File: config.mk
export PLATFORM = sky130hd
export DESIGN_NAME = msdf_ram_sequencer
export DESIGN_NICKNAME = d
export VERILOG_FILES = /design/src/rtl/msdf_seq_pkg.sv /design/src/rtl/msdf_seq_timeout.sv /design/src/rtl/msdf_ram_sequencer.sv
export SDC_FILE = /design/constraint.sdc
export NUM_CORES = 1
export LEC_CHECK = 0
export CAP_MARGIN = 15
export CORE_MARGIN = 4
export CORE_UTILIZATION = 49
export CTS_BUF_LIST = sky130_fd_sc_hd__clkbuf_4
export CTS_CLUSTER_DIAMETER = 60
export DETAILED_ROUTE_END_ITERATION = 6
export GPL_TIMING_DRIVEN = 0
export MAX_ROUTING_LAYER = met4
export PLACE_DENSITY = 0.94
export SLEW_MARGIN = 10
export SYNTH_ARGS = -nofsm -noshare
export SYNTH_HDL_FRONTEND = slang
export SYNTH_HIERARCHICAL = 1
export SYNTH_SLANG_ARGS = --single-unit
File: constraint.sdc
create_clock -name ram_clock -period 4.05 [get_ports ram_clock]
set_input_delay 0.405 -clock ram_clock [delete_from_list [all_inputs] [get_ports ram_clock]]
set_output_delay 0.405 -clock ram_clock [all_outputs]
set_load 0.005 [all_outputs]
File: src/rtl/msdf_seq_pkg.sv
// Shared types and defaults for the MSDF RAM sequencers: state encoding,
// word/address widths, timeout default and a counter-width helper.
package msdf_seq_pkg;

  localparam int unsigned ADDR_WIDTH_DEF = 11;
  localparam int unsigned DATA_WIDTH_DEF = 32;
  localparam int unsigned TIMEOUT_DEF    = 1024;

  typedef enum logic [2:0] {
    IDLE,
    RD_A,
    RD_B,
    CAP_B,
    ISSUE,
    WAIT_RES,
    WRITE,
    DONE
  } seq_state_e;

  // Bits needed to hold the value n itself (never less than one).
  function automatic int unsigned cnt_width(input int unsigned n);
    return (n < 2) ? 1 : $clog2(n + 1);
  endfunction

endpackage

File: src/rtl/msdf_seq_timeout.sv
// Loadable down-counter: load the limit, then expire_o fires on the enabled
// cycle in which the count reaches its final tick.
module msdf_seq_timeout #(
  parameter int unsigned WIDTH = 11
) (
  input  logic             clk,
  input  logic             rst_n,
  input  logic             load_i,
  input  logic [WIDTH-1:0] load_val_i,
  input  logic             en_i,
  output logic             expire_o
);

  logic [WIDTH-1:0] cnt_q;

  // NOTE: sequential state uses non-blocking assignments so every flop
  // samples the pre-edge values of its neighbours.
  always_ff @(posedge clk or negedge rst_n) begin
    if (!rst_n) begin
      cnt_q <= '0;
    end else if (load_i) begin
      cnt_q <= load_val_i;
    end else if (en_i && (cnt_q != '0)) begin
      cnt_q <= cnt_q - WIDTH'(1);
    end
  end

  assign expire_o = en_i && (cnt_q == WIDTH'(1));

endmodule

File: src/rtl/msdf_ram_sequencer.sv
// Arithmetic-side RAM sequencer: streams operand pairs from port B into an
// MSDF datapath and writes results back. Optional run cycle counter is
// enabled by defining MSDF_SEQ_CYCLE_COUNT_EN.
module msdf_ram_sequencer
  import msdf_seq_pkg::*;
#(
  parameter int unsigned ADDR_WIDTH = ADDR_WIDTH_DEF,
  parameter int unsigned DATA_WIDTH = DATA_WIDTH_DEF,
  parameter int unsigned TIMEOUT    = TIMEOUT_DEF
) (
  input  logic                  ram_clock,
  input  logic                  resetn,
  input  logic                  start,
  input  logic [ADDR_WIDTH-1:0] base_a,
  input  logic [ADDR_WIDTH-1:0] base_b,
  input  logic [ADDR_WIDTH-1:0] base_r,
  input  logic [ADDR_WIDTH:0]   count,
  output logic                  busy,
  output logic                  done,
  output logic                  err,
  output logic [ADDR_WIDTH-1:0] addr_arith,
  output logic [DATA_WIDTH-1:0] data_arith,
  output logic                  we_arith,
  input  logic [DATA_WIDTH-1:0] q_arith,
  output logic [DATA_WIDTH-1:0] op_a,
  output logic [DATA_WIDTH-1:0] op_b,
  output logic                  op_valid,
  input  logic                  op_ready,
  input  logic [DATA_WIDTH-1:0] res,
  input  logic                  res_valid,
  output logic [31:0]           cycles
);

  localparam int unsigned CW = ADDR_WIDTH + 1;
  localparam int unsigned TW = cnt_width(TIMEOUT);

  seq_state_e            state_q, state_d;
  logic [CW-1:0]         idx_q, idx_d, count_q, count_d, idx_next;
  logic [ADDR_WIDTH-1:0] base_a_q, base_a_d, base_b_q, base_b_d, base_r_q, base_r_d;
  logic [ADDR_WIDTH-1:0] idx_addr;
  logic [DATA_WIDTH-1:0] op_a_q, op_a_d, op_b_q, op_b_d, res_q, res_d;
  logic                  done_q, done_d, err_q, err_d;
  logic                  accept, tmo_load, tmo_en, tmo_expire;

  assign accept   = start && ((state_q == IDLE) || (state_q == DONE));
  assign idx_addr = idx_q[ADDR_WIDTH-1:0];
  assign idx_next = idx_q + CW'(1);

  // NOTE: asynchronous reset clears every register here; there is no storage
  // array in this block, so nothing is left unreset.
  always_ff @(posedge ram_clock or negedge resetn) begin
    if (!resetn) begin
      state_q  <= IDLE;
      idx_q    <= '0;
      count_q  <= '0;
      base_a_q <= '0;
      base_b_q <= '0;
      base_r_q <= '0;
      op_a_q   <= '0;
      op_b_q   <= '0;
      res_q    <= '0;
      done_q   <= 1'b0;
      err_q    <= 1'b0;
    end else begin
      state_q  <= state_d;
      idx_q    <= idx_d;
      count_q  <= count_d;
      base_a_q <= base_a_d;
      base_b_q <= base_b_d;
      base_r_q <= base_r_d;
      op_a_q   <= op_a_d;
      op_b_q   <= op_b_d;
      res_q    <= res_d;
      done_q   <= done_d;
      err_q    <= err_d;
    end
  end

  // NOTE: every signal written below gets a default first, so no path can
  // leave one unassigned and infer a latch.
  always_comb begin
    state_d    = state_q;
    idx_d      = idx_q;
    count_d    = count_q;
    base_a_d   = base_a_q;
    base_b_d   = base_b_q;
    base_r_d   = base_r_q;
    op_a_d     = op_a_q;
    op_b_d     = op_b_q;
    res_d      = res_q;
    done_d     = done_q;
    err_d      = err_q;
    addr_arith = '0;
    we_arith   = 1'b0;
    op_valid   = 1'b0;
    tmo_load   = 1'b0;
    tmo_en     = 1'b0;

    unique case (state_q)
      IDLE, DONE: begin
        if (start) begin
          base_a_d = base_a;
          base_b_d = base_b;
          base_r_d = base_r;
          count_d  = count;
          idx_d    = '0;
          err_d    = 1'b0;
          done_d   = (count == '0);
          state_d  = (count == '0) ? DONE : RD_A;
        end
      end
      RD_A: begin
        addr_arith = base_a_q + idx_addr;
        state_d    = RD_B;
      end
      RD_B: begin
        addr_arith = base_b_q + idx_addr;
        op_a_d     = q_arith;
        state_d    = CAP_B;
      end
      CAP_B: begin
        op_b_d  = q_arith;
        state_d = ISSUE;
      end
      ISSUE: begin
        op_valid = 1'b1;
        if (op_ready) begin
          tmo_load = 1'b1;
          state_d  = WAIT_RES;
        end
      end
      WAIT_RES: begin
        tmo_en = 1'b1;
        // A result arriving on the last allowed cycle still wins over the abort.
        if (res_valid) begin
          res_d   = res;
          state_d = WRITE;
        end else if (tmo_expire) begin
          err_d   = 1'b1;
          done_d  = 1'b1;
          state_d = DONE;
        end
      end
      WRITE: begin
        addr_arith = base_r_q + idx_addr;
        we_arith   = 1'b1;
        idx_d      = idx_next;
        if (idx_next == count_q) begin
          done_d  = 1'b1;
          state_d = DONE;
        end else begin
          state_d = RD_A;
        end
      end
    endcase
  end

  if (TIMEOUT != 0) begin : g_tmo
    msdf_seq_timeout #(.WIDTH(TW)) u_tmo (
      .clk       (ram_clock),
      .rst_n     (resetn),
      .load_i    (tmo_load),
      .load_val_i(TW'(TIMEOUT)),
      .en_i      (tmo_en),
      .expire_o  (tmo_expire)
    );
  end else begin : g_no_tmo
    assign tmo_expire = 1'b0;
  end

  assign busy       = (state_q != IDLE) && (state_q != DONE);
  assign done       = done_q;
  assign err        = err_q;
  assign data_arith = res_q;
  assign op_a       = op_a_q;
  assign op_b       = op_b_q;

`ifdef MSDF_SEQ_CYCLE_COUNT_EN
  logic [31:0] cycles_q, cycles_d;

  // The accept cycle counts as the first busy cycle of the run.
  always_comb begin
    cycles_d = cycles_q;
    if (accept) begin
      cycles_d = 32'd1;
    end else if (busy && (cycles_q != 32'hFFFF_FFFF)) begin
      cycles_d = cycles_q + 32'd1;
    end
  end

  always_ff @(posedge ram_clock or negedge resetn) begin
    if (!resetn) begin
      cycles_q <= '0;
    end else begin
      cycles_q <= cycles_d;
    end
  end

  assign cycles = cycles_q;
`else
  assign cycles = '0;
`endif

endmodule

==> flow_metrics.tcl, run 1 <==
set metrics [dict create \
    syn_avg_cell_area_um2 10.8 \
    fin_tns_setup_ns 0 \
    die-area_um2 19100 \
    nNetsFinal 1196 \
    synth_xor_area_share_pct 2.22 \
    grt_pass1_wl_mm 35.8 \
    power.leakage_nw 5.19 \
    grt_setup_unrepaired "yes" \
    numCtsBuffers 17 \
    required_ns 3.64 \
    max-slew-margin-rel_pct 50.1 \
    synth-edff-count 0 \
    netlist_instances 772 \
    postRouteWirelength_mm 23.0 \
    ctsRootBufferMaster "clkbuf_4" \
    ant_nets 0 \
    hold_viol_final 0 \
    cap_violations 0 \
    clk_path_buf_depth 2 \
    hold_ws_ns 0.356 \
    yosys.cell_types.count 64 \
    startpoint "state_q[0]" \
    grt_pass1_vias 7014 \
    pwr_density_cell_nw_per_um2 701 \
    pre_cts_ws_ns -0.470 \
    yosys.area_share.simple_pct 13.9 \
    min_from "base_b[2]" \
    dp_cells 1259 \
    vias 6861 \
    first_iter_violations 410 \
    antenna_found_initial 1 \
    drive_gt1_share_pct 21.8 \
    gr-total-overflow 0 \
    synth_adder_area_share_pct 2.20 \
    boundaryPins 258 \
    yosys_warnings 6 \
    yosys-mux-area-fraction_pct 16.2 \
    vias_per_cell 5.27 \
    setup_viol_count_final 0 \
    yosysTopAreaCellShare_pct 50.9 \
    synth_common_cells "169 x dfrtp_1, 142 x nand2_1, 108 x mux2_2" \
    row_count 47 \
    grt_max_degree 101 \
    layout_min_cycle_time_ns 3.96 \
    end_kind "output port" \
    worstSetupPathType "reg -> out" \
    yosys-top-cells-area "dfrtp_1 51%, mux2_2 15%, nand2_1 6.4%, buf_4 2.9%, o21ai_0 2.4%" \
    period_share_pct 97.7 \
    port_buffers 225 \
    synth-compound-area-share_pct 8.74 \
    drv_slew 0 \
    setup_slack_ns 0.0939 \
    path_clk_slew_ns 0.15 \
    hold_class "in -> reg" \
    numClockSinks 169 \
    critPathMaxFanout 10 \
    synth_most_common_cell "dfrtp_1" \
    die_y_um 138 \
    async_flop_share_pct 100 \
    wl_per_cell_um 17.7 \
    timing.rr.start "state_q[0]" \
    core_area_um2 16600 \
    yosys_register_bits 169 \
    clock_latency_ns 0.57 \
    ys_seq_area_share_pct 50.9 \
    tightest_slew_ns 0.741 \
    hpwl_mm 17.1 \
    synth_top_family_by_area "multiplexers" \
    cts_tree "done" \
    fin_cells 1302 \
    syn_to_final_growth_pct 38.7 \
    syn_area_um2 8300 \
    synth_largest_area_cell "dfrtp_1" \
    synthFlopType "dfrtp_1" \
    fp.dieW_um 138 \
    fin_worst_skew_ns 0.0287 \
    start_util_pct 50.1 \
    track_usage_pct 23.8 \
    critPathLaunchType "flop" \
    detail_route.first_pass.iterations 5 \
    cts_htree_levels 4 \
    status "complete, no violations" \
    worst-endpoint-arrival_ns 3.55 \
    drc_errors 0 \
    fmax_ghz 0.253 \
    gp_congestion 0.912 \
    ir_worst_vdd_v 0.000459 \
]
==> what timing repair did <==
action | 4_1_cts | 5_1_grt
endpoints found under the setup margin | 10 | 5
endpoints found under the hold margin | 99 | 0
resized for setup | 34 | 19
buffers inserted | 5 | 5
pin swaps | 4 | 7
hold buffers | 1 | 0
cloned | 0 | 0
==> worst max-delay path: stages (launching register included) <==
cell,delay (ns)
dfrtp_1,0.43
buf_6,0.15
nand2b_4,0.16
clkbuf_8,0.17
o21ai_2,0.14
ha_2,0.19
inv_1,0.06
fa_1,0.40
nor2b_2,0.17
o21ai_2,0.08
a21boi_2,0.14
buf_4,0.12
buf_4,0.10
o21ai_1,0.07
a2111oi_1,0.32
o21bai_2,0.18
buf_2,0.13
==> area by class of cell <==
cell class	instances	area, um^2
sequential	169	4230
clock buffer	17	128
multi-input combinational	558	3840
antenna	1	2.50
clock inverter	15	154
timing repair buffer	237	2360
inverter	17	63.8
tap	220	275
fill	1175	5070
buffer	68	458
==> worst paths after layout <==
path | endpoint | slack [ns] | depth (start not counted)
setup / recovery | addr_arith[10] | 0.09 | 16
hold / removal | base_b_q[2] | 0.36 | 3
setup reg to reg | done | 1.37 | 12
hold reg to reg | base_b_q[6] | 0.49 | 2
max in group asynchronous | data_arith[7] | 2.77 | 3
min in group asynchronous | base_r_q[2] | 0.46 | 2
==> state kept, by name (all words and copies together), names as in the netlist <==
register	count
data_arith	32
op_a	32
op_b	32
count_q	12
idx_q	12
base_a_q	11
base_b_q	11
base_r_q	11
g_tmo.u_tmo/cnt_q	11
state_q	3
done	1
err	1
==> stage by stage <==
stage	cell area (um^2)	power (mW)	utilization, %
3_3_place_gp	11000	6.71	66.2
2_1_floorplan	8450	4.94	-
5_1_grt	11500	8.58	69.4
3_5_place_dp	11000	6.91	66.4
6_report	11500	8.07	69.4
4_1_cts	11400	7.95	68.8
==> placed cells by master, fill, tap and decap left out, types with 4 or more instances in the layout <==
cell type,n
a21oi_1,20
and3_1,4
buf_2,18
buf_4,43
clkbuf_1,11
clkbuf_4,17
clkdlybuf4s50_1,219
clkinv_4,4
conb_1,43
dfrtp_1,169
ha_1,12
inv_1,16
inv_8,5
mux2_2,108
mux2i_1,11
nand2_1,142
nand2b_1,4
nand3_1,9
nor2_1,24
nor2b_1,6
nor3_1,15
nor3b_1,5
nor4_1,6
o21a_1,6
o21ai_0,34
o21ai_2,4
o31ai_1,10
xnor2_1,10
xor2_1,11
==> where the power goes <==
group	leakage (nW)	internal (mW)	switching (mW)	total [mW]
Sequential	2.04	2.47	0.494	2.97
Clock	0.154	0.282	0.688	0.969
Combinational	3.00	2.33	1.80	4.14
Total	5.19	5.09	2.98	8.07
==> cell families (layout without fill, tap and decap cells) <==
group / after synthesis / after routing
compound gates: 114 / 114
xor+xnor: 21 / 21
fa+ha+maj: 14 / 14
buf+inv: 86 / 354
flops: 169 / 169
mux: 121 / 121
other cells: 2 / 44
simple gates: 245 / 245
==> routing by layer <==
metal	up-vias	global-route usage, %	part of all wire, %
met5	-	-	0
met4	0	8.27	3.2
met3	50	4.97	6.3
met2	295	40.3	52
met1	3303	28.4	39
li1	3213	-	-
Note: power is estimated with default switching activity, not from simulation.
==> run 2, diff against run 1 <==
--- a/config.mk
+++ b/config.mk
@@ -11,6 +11,7 @@
 export CTS_BUF_LIST = sky130_fd_sc_hd__clkbuf_4
 export CTS_CLUSTER_DIAMETER = 60
 export DETAILED_ROUTE_END_ITERATION = 6
+export GPL_ROUTABILITY_DRIVEN = 0
 export GPL_TIMING_DRIVEN = 0
 export MAX_ROUTING_LAYER = met4
 export PLACE_DENSITY = 0.94
==> run 2 against run 1 <==
Effect of this change:
- core utilization decreased by 0.16 points
- critical path depth decreased by 5
- power is 1.0% lower
- final cell count shrank 0.31%
- global-route usage grew 0.23 points
- critical endpoint is now addr_arith[8]
- highest routed layer unchanged
==> flow_metrics.tcl, run 2 (synthesis results as in run 1) <==
set metrics [dict create \
    status "complete, no violations" \
    setup_slack_ns 0.121 \
    route.met2.wl_mm 11.6 \
    cts_tree "done" \
    worstSetupPathType "reg -> out" \
    fmax_ghz 0.255 \
    swShare_pct 36.8 \
    path_clk_slew_ns 0.15 \
    syn_to_final_growth_pct 38.4 \
    wl_per_cell_um 17.2 \
    ant_nets 0 \
    end_kind "output port" \
    period_share_pct 97.0 \
    grt_pass1_wl_mm 36.2 \
    power_frac_seq_pct 37.1 \
    fin_tns_setup_ns 0 \
    dr_wl_met3_mm 1.26 \
    grt_pass1_vias 7144 \
    nNetsFinal 1192 \
    postRouteWirelength_mm 22.3 \
    clock_latency_ns 0.58 \
    crit_chain "buf_8, mux2i_1, o21ai_0, ha_1, nor2b_4, o21ai_2, a21boi_2, o21a_1, o41ai_2, mux2i_1, dlygate4sd2_1" \
    core_area_um2 16600 \
    wl_met1_mm 8.85 \
    ir_worst_vdd_v 0.000462 \
    path_delay_family "compound AO/OA/AOI/OAI gates" \
    vias 6831 \
    port_buffers 225 \
    n_fill_cell 1169 \
    drv_slew 0 \
    crit_cells 11 \
    hpwl_mm 16.9 \
    cp_num_buf_inv 2 \
    numClockSinks 169 \
    max-slew-margin-rel_pct 48.2 \
    worst-endpoint-arrival_ns 3.52 \
    tightest_slew_ns 0.769 \
    detail_route.first_pass.iterations 5 \
    pwr_density_cell_nw_per_um2 696 \
    power.leakage_nw 5.15 \
    start_util_pct 50.1 \
    timing.rr.start "state_q[2]" \
    hold_viol_final 0 \
    ctsRootBufferMaster "clkbuf_4" \
    fin_cells 1298 \
    cp-endpoint "addr_arith[8]" \
    drc_errors 0 \
    drive_gt1_share_pct 21.5 \
    grt_max_degree 106 \
    cap_violations 0 \
    die-area_um2 19100 \
    hold_class "in -> async" \
    cts_htree_levels 4 \
    clk_path_buf_depth 2 \
    pre_cts_ws_ns -0.482 \
    first_iter_violations 333 \
    rr_worst_depth 11 \
    dp_cells 1259 \
    boundaryPins 258 \
    gr-total-overflow 0 \
    track_usage_pct 24.0 \
    comb_power_share_pct 50.9 \
    cp_common_cell "mux2i_1" \
    startpoint "state_q[2]" \
    layout_commonest_cell "clkdlybuf4s50_1" \
    die_y_um 138 \
    fp.dieW_um 138 \
    layout_min_cycle_time_ns 3.93 \
    fin_worst_skew_ns 0.0283 \
    r2r-end "done" \
    p_clk_share_pct 12.0 \
    p_switching_mw 2.94 \
    final_cell_mix "219 x clkdlybuf4s50_1, 169 x dfrtp_1, 142 x nand2_1" \
    row_count 47 \
    critPathMaxFanout 25 \
    crit_slowest_cell "dfrtp_1" \
    cpPeakStageDelay_ns 0.39 \
    critPathLaunchType "flop" \
    numCtsBuffers 17 \
    reg2reg_slack_ns 1.33 \
    hold_ws_ns 0.338 \
    required_ns 3.64 \
    highest_layer "met4" \
    antenna_found_initial 1 \
    setup_viol_count_final 0 \
    vias_per_cell 5.26 \
    p_int_mw 5.05 \
]
run 2: per-stage QoR:
stage / util [%] / instance area, um^2 / power [mW]
after global routing: 69.3 / 11500 / 8.53
final: 69.3 / 11500 / 7.99
after detailed placement: 66.4 / 11000 / 6.91
after floorplan: - / 8450 / 4.94
after CTS: 68.7 / 11400 / 7.93
after global placement: 66.2 / 11000 / 6.71
run 2: power groups by stage:
stage	Clock [mW]	Sequential, mW	Combinational [mW]
6_report	0.956	2.97	4.07
5_1_grt	1.05	3.06	4.42
4_1_cts	0.973	2.96	3.99
3_5_place_dp	0	3.00	3.91
3_3_place_gp	0	2.94	3.77
2_1_floorplan	0	2.93	2.01
run 2: worst reg2reg max path: cells and delay by family (launching register included):
| family | cells | cell delay [ns] |
|---|---|---|
| simple gates | 5 | 1.36 |
| flops | 1 | 0.39 |
| buf+inv | 2 | 0.39 |
| compound gates | 3 | 0.32 |
| mux | 1 | 0.17 |
run 2: routing by layer:
metal / vias to the layer above / GRT usage [%]
met5: - / -
met1: 3340 / 28.0
met4: 0 / 8.53
met3: 46 / 5.04
li1: 3208 / -
met2: 237 / 41.3
run 2: layout make-up:
class,count,area [um^2],area share [%]
sequential,169,4230,36.8
tap,220,275,2.40
inverter,17,63.8,0.556
antenna,1,2.50,0.0218
clock inverter,15,155,1.35
timing repair buffer,234,2340,20.4
buffer,67,438,3.81
multi-input combinational,558,3850,33.6
clock buffer,17,128,1.11
run 2: how the worst min path moves through the flow:
stage / from / to / slack (ns) / cells past startpoint
2_1_floorplan: resetn / base_a_q[0] / 0.11 / 0
3_5_place_dp: resetn / base_b_q[2] / 0.37 / 1
6_report: resetn / base_b_q[2] / 0.34 / 2
5_1_grt: base_b[2] / base_b_q[2] / 0.32 / 3
3_3_place_gp: base_r_q[4] / base_r_q[4] / 0.46 / 2
4_1_cts: base_b[3] / base_b_q[3] / 0.30 / 3
run 2: what timing repair did:
item | CTS | global route
hold buffers | 1 | 0
pin swaps | 3 | 7
setup buffers | 4 | 3
gates resized for setup | 31 | 21
setup endpoints to repair | 10 | 6
endpoints found under the hold margin | 64 | 0
